**config.mk**
```make
export PLATFORM = sky130hd
export DESIGN_NAME = axis_i2s_tx
export DESIGN_NICKNAME = d
export VERILOG_FILES = /design/src/rtl/i2s_pkg.sv /design/src/rtl/axis_sample_fifo.sv /design/src/rtl/axis_i2s_tx.sv
export SDC_FILE = /design/constraint.sdc
export NUM_CORES = 1
export LEC_CHECK = 0
export ABC_CLOCK_PERIOD_IN_PS = 3800
export BUFFER_PORTS_ARGS = -buffer_cell sky130_fd_sc_hd__buf_2
export CAP_MARGIN = 20
export CELL_PAD_IN_SITES_DETAIL_PLACEMENT = 0
export CELL_PAD_IN_SITES_GLOBAL_PLACEMENT = 1
export CORE_AREA = 2 2 219 221
export CTS_BUF_LIST = sky130_fd_sc_hd__clkbuf_8
export DETAILED_ROUTE_END_ITERATION = 8
export DIE_AREA = 0 0 221 223
export GPL_ROUTABILITY_DRIVEN = 0
export PLACE_DENSITY_LB_ADDON = 0.1
export SETUP_SLACK_MARGIN = 0.05
export SYNTH_ARGS = -nofsm -noshare
export SYNTH_HDL_FRONTEND = slang
export SYNTH_SLANG_ARGS = --single-unit
```
**constraint.sdc**
```tcl
create_clock -name clk -period 3.8 [get_ports clk]
set_input_delay 0.76 -clock clk [delete_from_list [all_inputs] [get_ports clk]]
set_output_delay 0.76 -clock clk [all_outputs]
set_load 0.02 [all_outputs]
```
**src/rtl/i2s_pkg.sv**
```systemverilog
// Shared frame timing constants and sample/FIFO entry types for the I2S transmit path.
package i2s_pkg;

    localparam int MCLK_PER_SCLK  = 4;
    localparam int SCLK_PER_FRAME = 64;
    localparam int FRAME_CLKS     = 256;
    localparam int LOAD_L         = 4;
    localparam int LOAD_R         = 132;
    localparam int SAMPLE_W       = 24;

    typedef logic signed [SAMPLE_W-1:0] sample_t;

    typedef struct packed {
        logic    tlast;
        sample_t sample;
    } fifo_entry_t;

endpackage

```
**src/rtl/axis_sample_fifo.sv**
```systemverilog
// Small synchronous sample FIFO: one push and up to two pops per cycle,
// with the head and the entry behind it visible for frame-start decisions.
module axis_sample_fifo
    import i2s_pkg::*;
#(
    parameter int DEPTH = 8
) (
    input  logic                     clk,
    input  logic                     reset,
    input  logic                     push,
    input  fifo_entry_t              push_data,
    input  logic [1:0]               pop_cnt,
    output fifo_entry_t              head,
    output fifo_entry_t              next_entry,
    output logic [$clog2(DEPTH):0]   level
);

    localparam int PTR_W = $clog2(DEPTH);
    localparam int LVL_W = PTR_W + 1;

    fifo_entry_t      mem [DEPTH];
    logic [PTR_W-1:0] wr_ptr;
    logic [PTR_W-1:0] rd_ptr;

    always_ff @(posedge clk) begin
        if (push) begin
            mem[wr_ptr] <= push_data;
        end
    end

    // Pointers are power-of-two wide so they wrap without explicit compare.
    always_ff @(posedge clk or posedge reset) begin
        if (reset) begin
            wr_ptr <= '0;
            rd_ptr <= '0;
            level  <= '0;
        end else begin
            if (push) begin
                wr_ptr <= wr_ptr + PTR_W'(1);
            end
            rd_ptr <= rd_ptr + PTR_W'(pop_cnt);
            level  <= level + LVL_W'(push) - LVL_W'(pop_cnt);
        end
    end

    assign head       = mem[rd_ptr];
    assign next_entry = mem[rd_ptr + PTR_W'(1)];

endmodule

```
**src/rtl/axis_i2s_tx.sv**
```systemverilog
// AXI-Stream to I2S line-out transmitter: requantizes FIR accumulator words to
// 24-bit samples, queues them and serializes one stereo frame every 256 MCLKs.
module axis_i2s_tx
    import i2s_pkg::*;
#(
    parameter int IN_WIDTH   = 52,
    parameter int OUT_WIDTH  = 24,
    parameter int FRAC_SHIFT = 23,
    parameter int FIFO_DEPTH = 8
) (
    input  logic                          clk,
    input  logic                          reset,
    input  logic [IN_WIDTH-1:0]           s_axis_tdata,
    input  logic [5:0]                    s_axis_tkeep,
    input  logic                          s_axis_tlast,
    input  logic                          s_axis_tvalid,
    output logic                          s_axis_tready,
    output logic                          tx_mclk,
    output logic                          tx_sclk,
    output logic                          tx_lrck,
    output logic                          tx_sdout,
    output logic [$clog2(FIFO_DEPTH):0]   fifo_level,
    output logic                          underrun,
    output logic                          misalign
);

    localparam int LVL_W = $clog2(FIFO_DEPTH) + 1;
    localparam int CNT_W = $clog2(MCLK_PER_SCLK * SCLK_PER_FRAME);
    localparam int SUB_W = $clog2(MCLK_PER_SCLK);

    localparam logic signed [IN_WIDTH:0] ROUND_BIAS =
        {{(IN_WIDTH-FRAC_SHIFT+1){1'b0}}, 1'b1, {(FRAC_SHIFT-1){1'b0}}};
    localparam logic signed [IN_WIDTH:0] SAT_MAX =
        {{(IN_WIDTH-OUT_WIDTH+2){1'b0}}, {(OUT_WIDTH-1){1'b1}}};
    localparam logic signed [IN_WIDTH:0] SAT_MIN =
        {{(IN_WIDTH-OUT_WIDTH+2){1'b1}}, {(OUT_WIDTH-1){1'b0}}};

    logic                   ready_q;
    logic [CNT_W-1:0]       cnt;
    sample_t                hold_l;
    sample_t                hold_r;
    logic [SAMPLE_W-1:0]    shreg;
    logic                   sdout_q;
    logic                   underrun_q;
    logic                   misalign_q;

    logic                   push;
    logic [1:0]             pop_cnt;
    fifo_entry_t            push_data;
    fifo_entry_t            head;
    fifo_entry_t            next_entry;
    logic [LVL_W-1:0]       level;

    logic signed [IN_WIDTH:0] rq_sum;
    logic signed [IN_WIDTH:0] rq_shift;
    sample_t                rq_sample;

    logic                   frame_start;
    logic                   take_pair;
    logic                   und_set;
    logic                   mis_set;
    logic                   unused_keep;

    assign unused_keep   = ^s_axis_tkeep;
    assign s_axis_tready = ready_q && (level != LVL_W'(FIFO_DEPTH));
    assign push          = s_axis_tvalid && s_axis_tready;

    // Round half up at one extra bit of headroom, then clamp to the DAC range.
    always_comb begin
        rq_sum   = $signed({s_axis_tdata[IN_WIDTH-1], s_axis_tdata}) + ROUND_BIAS;
        rq_shift = rq_sum >>> FRAC_SHIFT;
        if (rq_shift > SAT_MAX) begin
            rq_sample = SAT_MAX[SAMPLE_W-1:0];
        end else if (rq_shift < SAT_MIN) begin
            rq_sample = SAT_MIN[SAMPLE_W-1:0];
        end else begin
            rq_sample = rq_shift[SAMPLE_W-1:0];
        end
        push_data.tlast  = s_axis_tlast;
        push_data.sample = rq_sample;
    end

    axis_sample_fifo #(
        .DEPTH      (FIFO_DEPTH)
    ) u_fifo (
        .clk        (clk),
        .reset      (reset),
        .push       (push),
        .push_data  (push_data),
        .pop_cnt    (pop_cnt),
        .head       (head),
        .next_entry (next_entry),
        .level      (level)
    );

    assign frame_start = (cnt == CNT_W'(FRAME_CLKS-1));

    // A stray right sample at the head is dropped alone so the stream resyncs.
    always_comb begin
        pop_cnt   = 2'd0;
        take_pair = 1'b0;
        und_set   = 1'b0;
        mis_set   = 1'b0;
        if (frame_start) begin
            if ((level >= LVL_W'(2)) && !head.tlast && next_entry.tlast) begin
                pop_cnt   = 2'd2;
                take_pair = 1'b1;
            end else if ((level != '0) && head.tlast) begin
                pop_cnt = 2'd1;
                mis_set = 1'b1;
            end else begin
                und_set = 1'b1;
            end
        end
    end

    always_ff @(posedge clk or posedge reset) begin
        if (reset) begin
            ready_q    <= 1'b0;
            cnt        <= '0;
            hold_l     <= '0;
            hold_r     <= '0;
            underrun_q <= 1'b0;
            misalign_q <= 1'b0;
        end else begin
            ready_q    <= 1'b1;
            cnt        <= cnt + CNT_W'(1);
            underrun_q <= und_set;
            misalign_q <= mis_set;
            if (frame_start) begin
                hold_l <= take_pair ? head.sample       : '0;
                hold_r <= take_pair ? next_entry.sample : '0;
            end
        end
    end

    // Loading drives the MSB out on the same SCLK falling edge as the load.
    always_ff @(posedge clk or posedge reset) begin
        if (reset) begin
            sdout_q <= 1'b0;
            shreg   <= '0;
        end else if (cnt == CNT_W'(LOAD_L-1)) begin
            {sdout_q, shreg} <= {hold_l, 1'b0};
        end else if (cnt == CNT_W'(LOAD_R-1)) begin
            {sdout_q, shreg} <= {hold_r, 1'b0};
        end else if (cnt[SUB_W-1:0] == SUB_W'(MCLK_PER_SCLK-1)) begin
            {sdout_q, shreg} <= {shreg, 1'b0};
        end
    end

    assign tx_mclk    = clk;
    assign tx_sclk    = cnt[SUB_W-1];
    assign tx_lrck    = cnt[CNT_W-1];
    assign tx_sdout   = sdout_q;
    assign fifo_level = level;
    assign underrun   = underrun_q;
    assign misalign   = misalign_q;

endmodule

```
# [Word-level counts from Yosys, hierarchy flattened]
# Memory sizes are Yosys's and may differ from the RTL's.
# Index checks and enable logic that the tools add are counted.
[word_totals] out_inout_bits=11 ram_bits=200 n_memories=1 ff_bits=94 wordCells=58 in_bits=62
[classes] add_sub_neg=7 magnitude_cmp=3 n_eq_ne=5 muxes=23 reduce_logical=8
[memory_table] memory="u_fifo.mem" depth=8 word_bits=25 rd=2 rd_ports_with_merged_regs=0 wr=1 line_no="axis_sample_fifo.sv:21" rtl="fifo_entry_t mem [DEPTH];"
[ops] operator="24-bit two-way mux" n=7
[ops] operator="52-bit by 24-bit adder with 53-bit output (second input constant)" n=1
[ops] operator="30-bit by 24-bit > comparator with 1-bit output (second input constant)" n=1
[ops] operator="30-bit by 24-bit less-than comparator with 1-bit output (second input constant)" n=1
[ops] operator="8-bit == test (second input constant)" n=2
[ops] operator="1-bit two-way mux" n=14
[ops] operator="8-bit by 1-bit adder with 8-bit output (second input constant)" n=1
[ops] operator="8-bit by 2-bit == test with 1-bit output (second input constant)" n=1
[ops] operator="3-bit by 1-bit adder with 3-bit output (second input constant)" n=2
[ops] operator="1-bit logical AND" n=5
[ops] operator="4-bit by 1-bit adder with 4-bit output" n=1
[ops] operator="4-bit by 2-bit >= comparator with 1-bit output (second input constant)" n=1
[ops] operator="2-bit two-way mux" n=2
[ops] operator="4-bit != test (second input constant)" n=1
[ops] operator="4-bit nonzero test" n=1
[ops] operator="4-bit by 2-bit subtractor with 4-bit output" n=1
[ops] operator="3-bit by 2-bit adder with 3-bit output" n=1
[ops] operator="3-bit nonzero test" n=1
[ops] operator="2-bit == test (second input constant)" n=1
[ops] operator="1-bit logical NOT" n=1

# [Longest topological paths before layout]
# Gate-level depths: netlist of run 1.
# An unclocked memory read counts as a cell.
[logic_depth] ltp_word=7 mapped_depth=12

# [Cells and area by module]
# A second synthesis of run 1 with hierarchy kept.
[hier_totals] cells_unflattened=1030 hier_area_um2=14780.4
[by_module_without_submodules] module="axis_sample_fifo" seq_area_each_um2=6256.0 cells_per_inst=609 area_per_inst_um2=10166.0 instances=1
[by_module_without_submodules] module="axis_i2s_tx" seq_area_each_um2=2077.0 cells_per_inst=421 area_per_inst_um2=4614.4 instances=1

==> reports/results.tsv, run 1 <==
stage	metric	value	unit
worst_setup_path	crit-path max FO	8	
sta	max-slew violation count	0	
yosys	most frequent cell after synthesis	edfxtp_1	
sta	Final Cycle Share	80.0	%
yosys	Main synth FF type	edfxtp_1	
clock_network	clk_lat worst skew	0.74	ns
routing	Routed WL	35200	um
yosys	sequential fraction of the synthesis area	59.7	%
floorplan	area of the die	0.0493	mm^2
worst_setup_path	Slowest-stage cell, CP	dfrtp_4	
yosys	top cells by area, synth	edfxtp_1 43%, dfrtp_1 17%, mux4_2 16%	
worst_setup_path	crit path DAT	3.70	ns
routing	total number of vias	7815	
pwr	pwr dens	410	mW/mm^2
pwr	Lkg Pwr	5.62	nW
clock_network	Reg clk slew, reported paths	0.07	ns
clock_network	# hold bufs at CTS	0	
hold_path	Hold WC Path Type	in2async	
floorplan	die width	221	um
worst_setup_path	R2R depth	10	
layout	share of cells above drive strength 1	32.2	%
routing	antenna viol nets, final	0	
sta	clock skew	0.0223	ns
layout	ant diodes	0	
worst_setup_path	worst reg-to-reg setup slack	0.76	ns
floorplan	Initial Util	29.6	%
flow_run	Max Cap Viol	0	
yosys	Synth async-reset ratio	31.7	%
yosys	Yosys warnings	0	
global_route	GR Overflow Total	0	
routing	DR pass1 iterations	4	
layout	sequential cell area	0.00834	mm^2
layout	fillers	4525	
worst_setup_path	family with the most delay on the worst path	adder cells	
sta	TNS Setup	0	ns
yosys	Unique masters post-synth	49	
worst_setup_path	reg2reg start	u_fifo.rd_ptr[0]$_DFF_PP0_	
worst_setup_path	Worst setup SP type	flip-flop	
pwr	VDD IR-drop max	204	uV
yosys	number of synthesized flops with an enable pin	200	
global_route	pin count of the biggest net entering global routing	97	
floorplan	FP Rows	80	
sta	FMAX	329	MHz
yosys	synthesis-stage register bit count	293	
worst_setup_path	CP max stage delay	0.54	ns
yosys	synth cell count leaders	200 x edfxtp_1, 100 x mux4_2, 93 x dfrtp_1, 90 x nand2_1, 75 x mux2i_1	
worst_setup_path	type of the worst setup path	reg2reg	
layout	Layout Area Growth over Synthesis	16.0	%
worst_setup_path	Req. time, crit path	4.46	ns
worst_setup_path	Worst Path Buf+Inv	0	
yosys	Avg Cell Area, Syn	15.8	um^2
floorplan	core area	0.0471	mm^2
sta	setup ws final	0.761	ns
layout	Nets	1041	
global_route	first-pass GRT wire length	53100	um
placed_design	IO Port Bufs	44	
yosys	Yosys top cell area share	43.0	%
clock_network	setup bufs post-CTS	0	
sta	setup violators final	0	
clock_network	CTS tree	yes	
worst_setup_path	Critical Path, Cell by Cell	ha_2 -> mux4_2 -> mux2_2 -> nand3_2 -> or2_2 -> ha_1 -> ha_1 -> a21o_1 -> a21oi_1 -> xor2_1	
layout	area of the multi-input gates	0.00541	mm^2
sta	Hold Fails Final Rpt	0	
placed_design	DP Wirelength	21100	um
yosys	Synth area leader	edfxtp_1	
floorplan	Top Ports	73	
yosys	Syn Inst Count	884	
worst_setup_path	Worst R2R End	u_fifo.level[3]$_DFF_PP0_	
sta	unrepaired setup endpoints after global routing	false	
sta	Max-slew headroom	33.3	%
worst_setup_path	Crit. End Element	flip-flop	
sta	Tightest Pin Transition	1.00	ns
worst_setup_path	Top cell by count, worst path	ha_1	
yosys	Syn Nets	960	
floorplan	die extent in y	223	um
routing	via density per instance	4.82	
clock_network	# resized after CTS	0	
global_route	vias in the first global route	8359	
routing	initial DRC count	454	
routing	DR DRC count	0	
placed_design	pre-CTS setup slack	0.309	ns
status	outcome	finished, final reports clean	
global_route	Tot GR Track Use	14.5	%
sta	final critical-path required period	3.04	ns
global_route	initial antenna violation count	0	
routing	wire length per cell	21.7	um
yosys	synthesized area	0.0140	mm^2
[cell families (layout without fill, tap and decap cells)]
logic type / after synthesis / count (layout) / share of synthesized area [%]
other cells: 1 / 1 / 0.0269
simple gates: 163 / 163 / 5.63
mux: 199 / 199 / 23.4
flops: 293 / 293 / 59.7
xor+xnor: 36 / 36 / 2.31
buf+inv: 73 / 196 / 2.20
compound gates: 105 / 105 / 5.32
fa+ha+maj: 14 / 14 / 1.36
[metal layers]
| metal | wire length [um] | global-route usage [%] | vias up |
|---|---|---|---|
| met5 | 0 | 0 | - |
| met4 | 702 | 5.07 | 0 |
| met3 | 1010 | 2.23 | 50 |
| met2 | 17500 | 24.7 | 122 |
| met1 | 15900 | 18.9 | 4007 |
| li1 | - | - | 3636 |
[per-stage QoR]
stage               hold slack, ns  instances  util (%)  power [W]  cell area, um^2
floorplan                    0.413        884         -    0.00361            14000
global placement             0.440       1522      32.0    0.00369            15100
detailed placement           0.433       1522      32.0    0.00369            15100
CTS                         0.0966       1620      34.3    0.00676            16200
global route                 0.145       1622      34.4    0.00691            16200
finish                       0.101       1622      34.4    0.00664            16200
[final cells by class]
type	instances	share of cell area, %
multi-input combinational	518	33.4
inverter	14	0.340
tap	615	4.75
clock buffer	59	4.96
clock inverter	40	1.68
sequential	293	51.5
timing repair buffer	83	3.34
[worst max-delay path by stage]
stage	from	endpoint	slack, ns	cells after the start
floorplan	u_fifo.rd_ptr[1]$_DFF_PP0_	u_fifo.level[3]$_DFF_PP0_	0.52	12
global placement	s_axis_tdata[32]	u_fifo.mem[0][3]$_DFFE_PP_	0.38	7
CTS	u_fifo.rd_ptr[0]$_DFF_PP0_	u_fifo.level[3]$_DFF_PP0_	0.75	10
detailed placement	s_axis_tdata[32]	u_fifo.mem[2][3]$_DFFE_PP_	0.31	7
global route	u_fifo.rd_ptr[0]$_DFF_PP0_	u_fifo.level[3]$_DFF_PP0_	0.61	10
finish	u_fifo.rd_ptr[0]$_DFF_PP0_	u_fifo.level[3]$_DFF_PP0_	0.76	10
[placed cells by master (no fill, tap or decap), drive strengths merged, types with 7 or more instances in the layout]
cell	count
nor2	17
nand3	19
nand4	7
ha	12
buf	82
xnor2	17
mux2i	75
dfrtp	93
o21ai	47
inv	35
mux4	100
mux2	24
clkbuf	60
o31ai	48
nand2	90
xor2	19
edfxtp	200
clkinv	12
[registers in the layout (all words and copies together), names as in the netlist]
register and flops:
u_fifo.wr_ptr 3, u_fifo.mem 200, shreg 23, hold_r 24
underrun 1, u_fifo.rd_ptr 3, cnt 8, hold_l 24
u_fifo.level 4, ready_q 1, misalign 1, tx_sdout 1
[report_power, final]
part	internal (W)	switching (W)	leakage (nW)
Combinational	0.0000467	0.000123	1.81
Sequential	0.00343	0.0000000781	3.18
Clock	0.00168	0.00135	0.620
No activity file was read; power rests on OpenSTA's default activity.
==> run 2, diff against run 1 <==
--- a/config.mk
+++ b/config.mk
@@ -5,7 +5,7 @@
 export SDC_FILE = /design/constraint.sdc
 export NUM_CORES = 1
 export LEC_CHECK = 0
-export ABC_CLOCK_PERIOD_IN_PS = 3800
+export ABC_CLOCK_PERIOD_IN_PS = 2700
 export BUFFER_PORTS_ARGS = -buffer_cell sky130_fd_sc_hd__buf_2
 export CAP_MARGIN = 20
 export CELL_PAD_IN_SITES_DETAIL_PLACEMENT = 0
==> constraint.sdc (replaced) <==
create_clock -name clk -period 2.7 [get_ports clk]
set_input_delay 0.54 -clock clk [delete_from_list [all_inputs] [get_ports clk]]
set_output_delay 0.54 -clock clk [all_outputs]
set_load 0.02 [all_outputs]
==> reports/results.tsv, run 2 (same netlist as run 1, synthesis figures left out) <==
stage	metric	value	unit	change
status	outcome	finished, final reports clean		unchanged
sta	max-slew violation count	0		unchanged
clock_network	CTS tree	yes		unchanged
pwr	Reg power frac	52.3	%	was 51.7%
worst_setup_path	Crit. End Element	flip-flop		unchanged
layout	Nets	1077		was 1041
worst_setup_path	crit-path max FO	3		was 8
routing	DR DRC count	0		unchanged
layout	Largest regs	u_fifo.mem x200, hold_l x24, hold_r x24		unchanged
sta	Tightest Pin Transition	1.05	ns	was 1.00 ns
layout	share of cells above drive strength 1	35.6	%	was 32.2%
sta	setup violators final	0		unchanged
floorplan	Initial Util	29.6	%	unchanged
worst_setup_path	reg2reg start	u_fifo.rd_ptr[0]$_DFF_PP0_		unchanged
global_route	Tot GR Track Use	14.7	%	was 14.5%
pwr	Sw Share	22.5	%	was 22.3%
placed_design	Inst Count DP	1558		was 1522
routing	DR pass1 iterations	4		unchanged
sta	FMAX	371	MHz	was 329 MHz
worst_setup_path	family with the most delay on the worst path	multiplexers		was adder cells
worst_setup_path	Worst Path Buf+Inv	0		unchanged
global_route	GR Overflow Total	0		unchanged
pwr	VDD IR-drop max	280	uV	was 204 uV
global_route	initial antenna violation count	2		was 0
floorplan	FP Rows	80		unchanged
global_route	vias in the first global route	8726		was 8359
pwr	Lkg Pwr	5.82	nW	was 5.62 nW
routing	Routed WL	34800	um	was 35200 um
worst_setup_path	CP Launch Point	u_fifo.rd_ptr[0]$_DFF_PP0_		unchanged
layout	Layout Area Growth over Synthesis	19.6	%	was 16.0%
floorplan	Top Ports	73		unchanged
worst_setup_path	crit path DAT	3.35	ns	was 3.70 ns
layout	Finished Layout Cells	1661		was 1622
sta	final hold slack	0.123	ns	was 0.101 ns
sta	Hold Fails Final Rpt	0		unchanged
clock_network	clk_lat worst skew	0.74	ns	about the same
worst_setup_path	Critical Path, Cell by Cell	ha_4 -> mux4_2 -> mux2_4 -> nand3_4 -> or2_4 -> ha_4 -> ha_4 -> a21o_1 -> a21oi_2 -> xor2_1		was ha_2 -> mux4_2 -> mux2_2 -> nand3_2 -> or2_2 -> ha_1 -> ha_1 -> a21o_1 -> a21oi_1 -> xor2_1
placed_design	pre-CTS setup slack	-0.165	ns	was 0.309 ns
worst_setup_path	Top cell by count, worst path	ha_4		was ha_1
routing	via density per instance	4.78		was 4.82
floorplan	die width	221	um	unchanged
worst_setup_path	Req. time, crit path	3.35	ns	was 4.46 ns
worst_setup_path	Worst setup SP type	flip-flop		unchanged
floorplan	core area	0.0471	mm^2	unchanged
routing	wire length per cell	20.9	um	was 21.7 um
placed_design	DP Wirelength	19800	um	was 21100 um
worst_setup_path	CP max stage delay	0.49	ns	was 0.54 ns
routing	antenna viol nets, final	0		unchanged
global_route	pin count of the biggest net entering global routing	97		unchanged
worst_setup_path	type of the worst setup path	reg2reg		unchanged
sta	Max-slew headroom	30.2	%	was 33.3%
sta	setup ws final	0.00353	ns	was 0.761 ns
layout	Biggest register	u_fifo.mem		unchanged
sta	clock skew	0.0172	ns	was 0.0223 ns
placed_design	IO Port Bufs	44		unchanged
hold_path	Hold WC Path Type	in2reg		was in2async
pwr	switching pwr	0.00208	W	was 0.00148 W
floorplan	die extent in y	223	um	unchanged
routing	initial DRC count	417		was 454
floorplan	area of the die	0.0493	mm^2	unchanged
layout	fillers	4518		was 4525
flow_run	Max Cap Viol	0		unchanged
sta	Final Cycle Share	99.9	%	was 80.0%
pwr	pwr dens	554	mW/mm^2	was 410 mW/mm^2
sta	final critical-path required period	2.70	ns	was 3.04 ns
pwr	total power	0.00924	W	was 0.00664 W
layout	max FFs per register	200		unchanged
sta	unrepaired setup endpoints after global routing	true		was false
layout	commonest cells after routing, fill and taps aside	200 x edfxtp_1, 100 x mux4_2, 90 x nand2_1, 90 x dfrtp_1, 75 x mux2i_1		unchanged
worst_setup_path	Slowest-stage cell, CP	dfrtp_4		unchanged
routing	total number of vias	7942		was 7815
sta	TNS Setup	0	ns	unchanged
layout	most common cell after layout, fill and taps aside	edfxtp_1		unchanged
global_route	first-pass GRT wire length	53600	um	was 53100 um
pwr	Internal	0.00716	W	was 0.00516 W
hold_path	min-delay src	s_axis_tlast		
pwr	Clk pwr share	44.7	%	was 45.7%
clock_network	Reg clk slew, reported paths	0.06	ns	was 0.07 ns
pwr	Combinational Power Share	3.0	%	was 2.6%
run 2: per-stage QoR:
step	area, um^2	util (%)
after floorplan	14100	-
after global placement	15600	33.0
after detailed placement	15600	33.0
after CTS	16700	35.4
after global routing	16700	35.4
final	16700	35.4
run 2: final timing paths:
kind / endpoint / slack (ns) / depth (start not counted)
max: u_fifo.level[3]$_DFF_PP0_ / 0.004 / 10
min: u_fifo.mem[1][24]$_DFFE_PP_ / 0.12 / 1
max reg2reg: u_fifo.level[3]$_DFF_PP0_ / 0.004 / 10
min reg2reg: cnt[0]$_DFF_PP0_ / 0.44 / 1
max in group asynchronous: hold_l[6]$_DFFE_PP0N_ / 1.72 / 4
min in group asynchronous: u_fifo.level[2]$_DFF_PP0_ / 0.37 / 3
run 2: layer usage:
metal / vias up / track usage (%) / routed length, um
met1: 4036 / 18.6 / 15500
met3: 53 / 3.45 / 1480
met4: 0 / 5.17 / 762
li1: 3718 / - / -
met2: 135 / 24.6 / 17000
met5: - / 0 / 0
run 2: what timing repair did:
item	4_1_cts	5_1_grt
hold buffers	1	0
pin swaps	5	2
endpoints found under the setup margin	31	39
resized for setup	10	3
hold endpoints to repair	15	0
setup buffers	1	0
run 2: layout make-up:
type / count / area (um^2) / area share (%)
Sequential cell: 293 / 8340 / 50.0
Tap cell: 615 / 769 / 4.61
Timing Repair Buffer: 119 / 987 / 5.91
Antenna cell: 3 / 7.51 / 0.0450
Clock inverter: 42 / 268 / 1.60
Multi-Input combinational cell: 518 / 5490 / 32.9
Clock buffer: 57 / 776 / 4.65
Inverter: 14 / 56.3 / 0.337
run 2: power by group through the flow:
stage	sequential (W)	clock (W)	combinational [W]
6_report	0.00483	0.00413	0.000280
5_1_grt	0.00483	0.00451	0.000316
4_1_cts	0.00483	0.00431	0.000290
3_5_place_dp	0.00492	0.0000346	0.000288
3_3_place_gp	0.00492	0.0000346	0.000286
2_1_floorplan	0.00492	0.0000433	0.000124
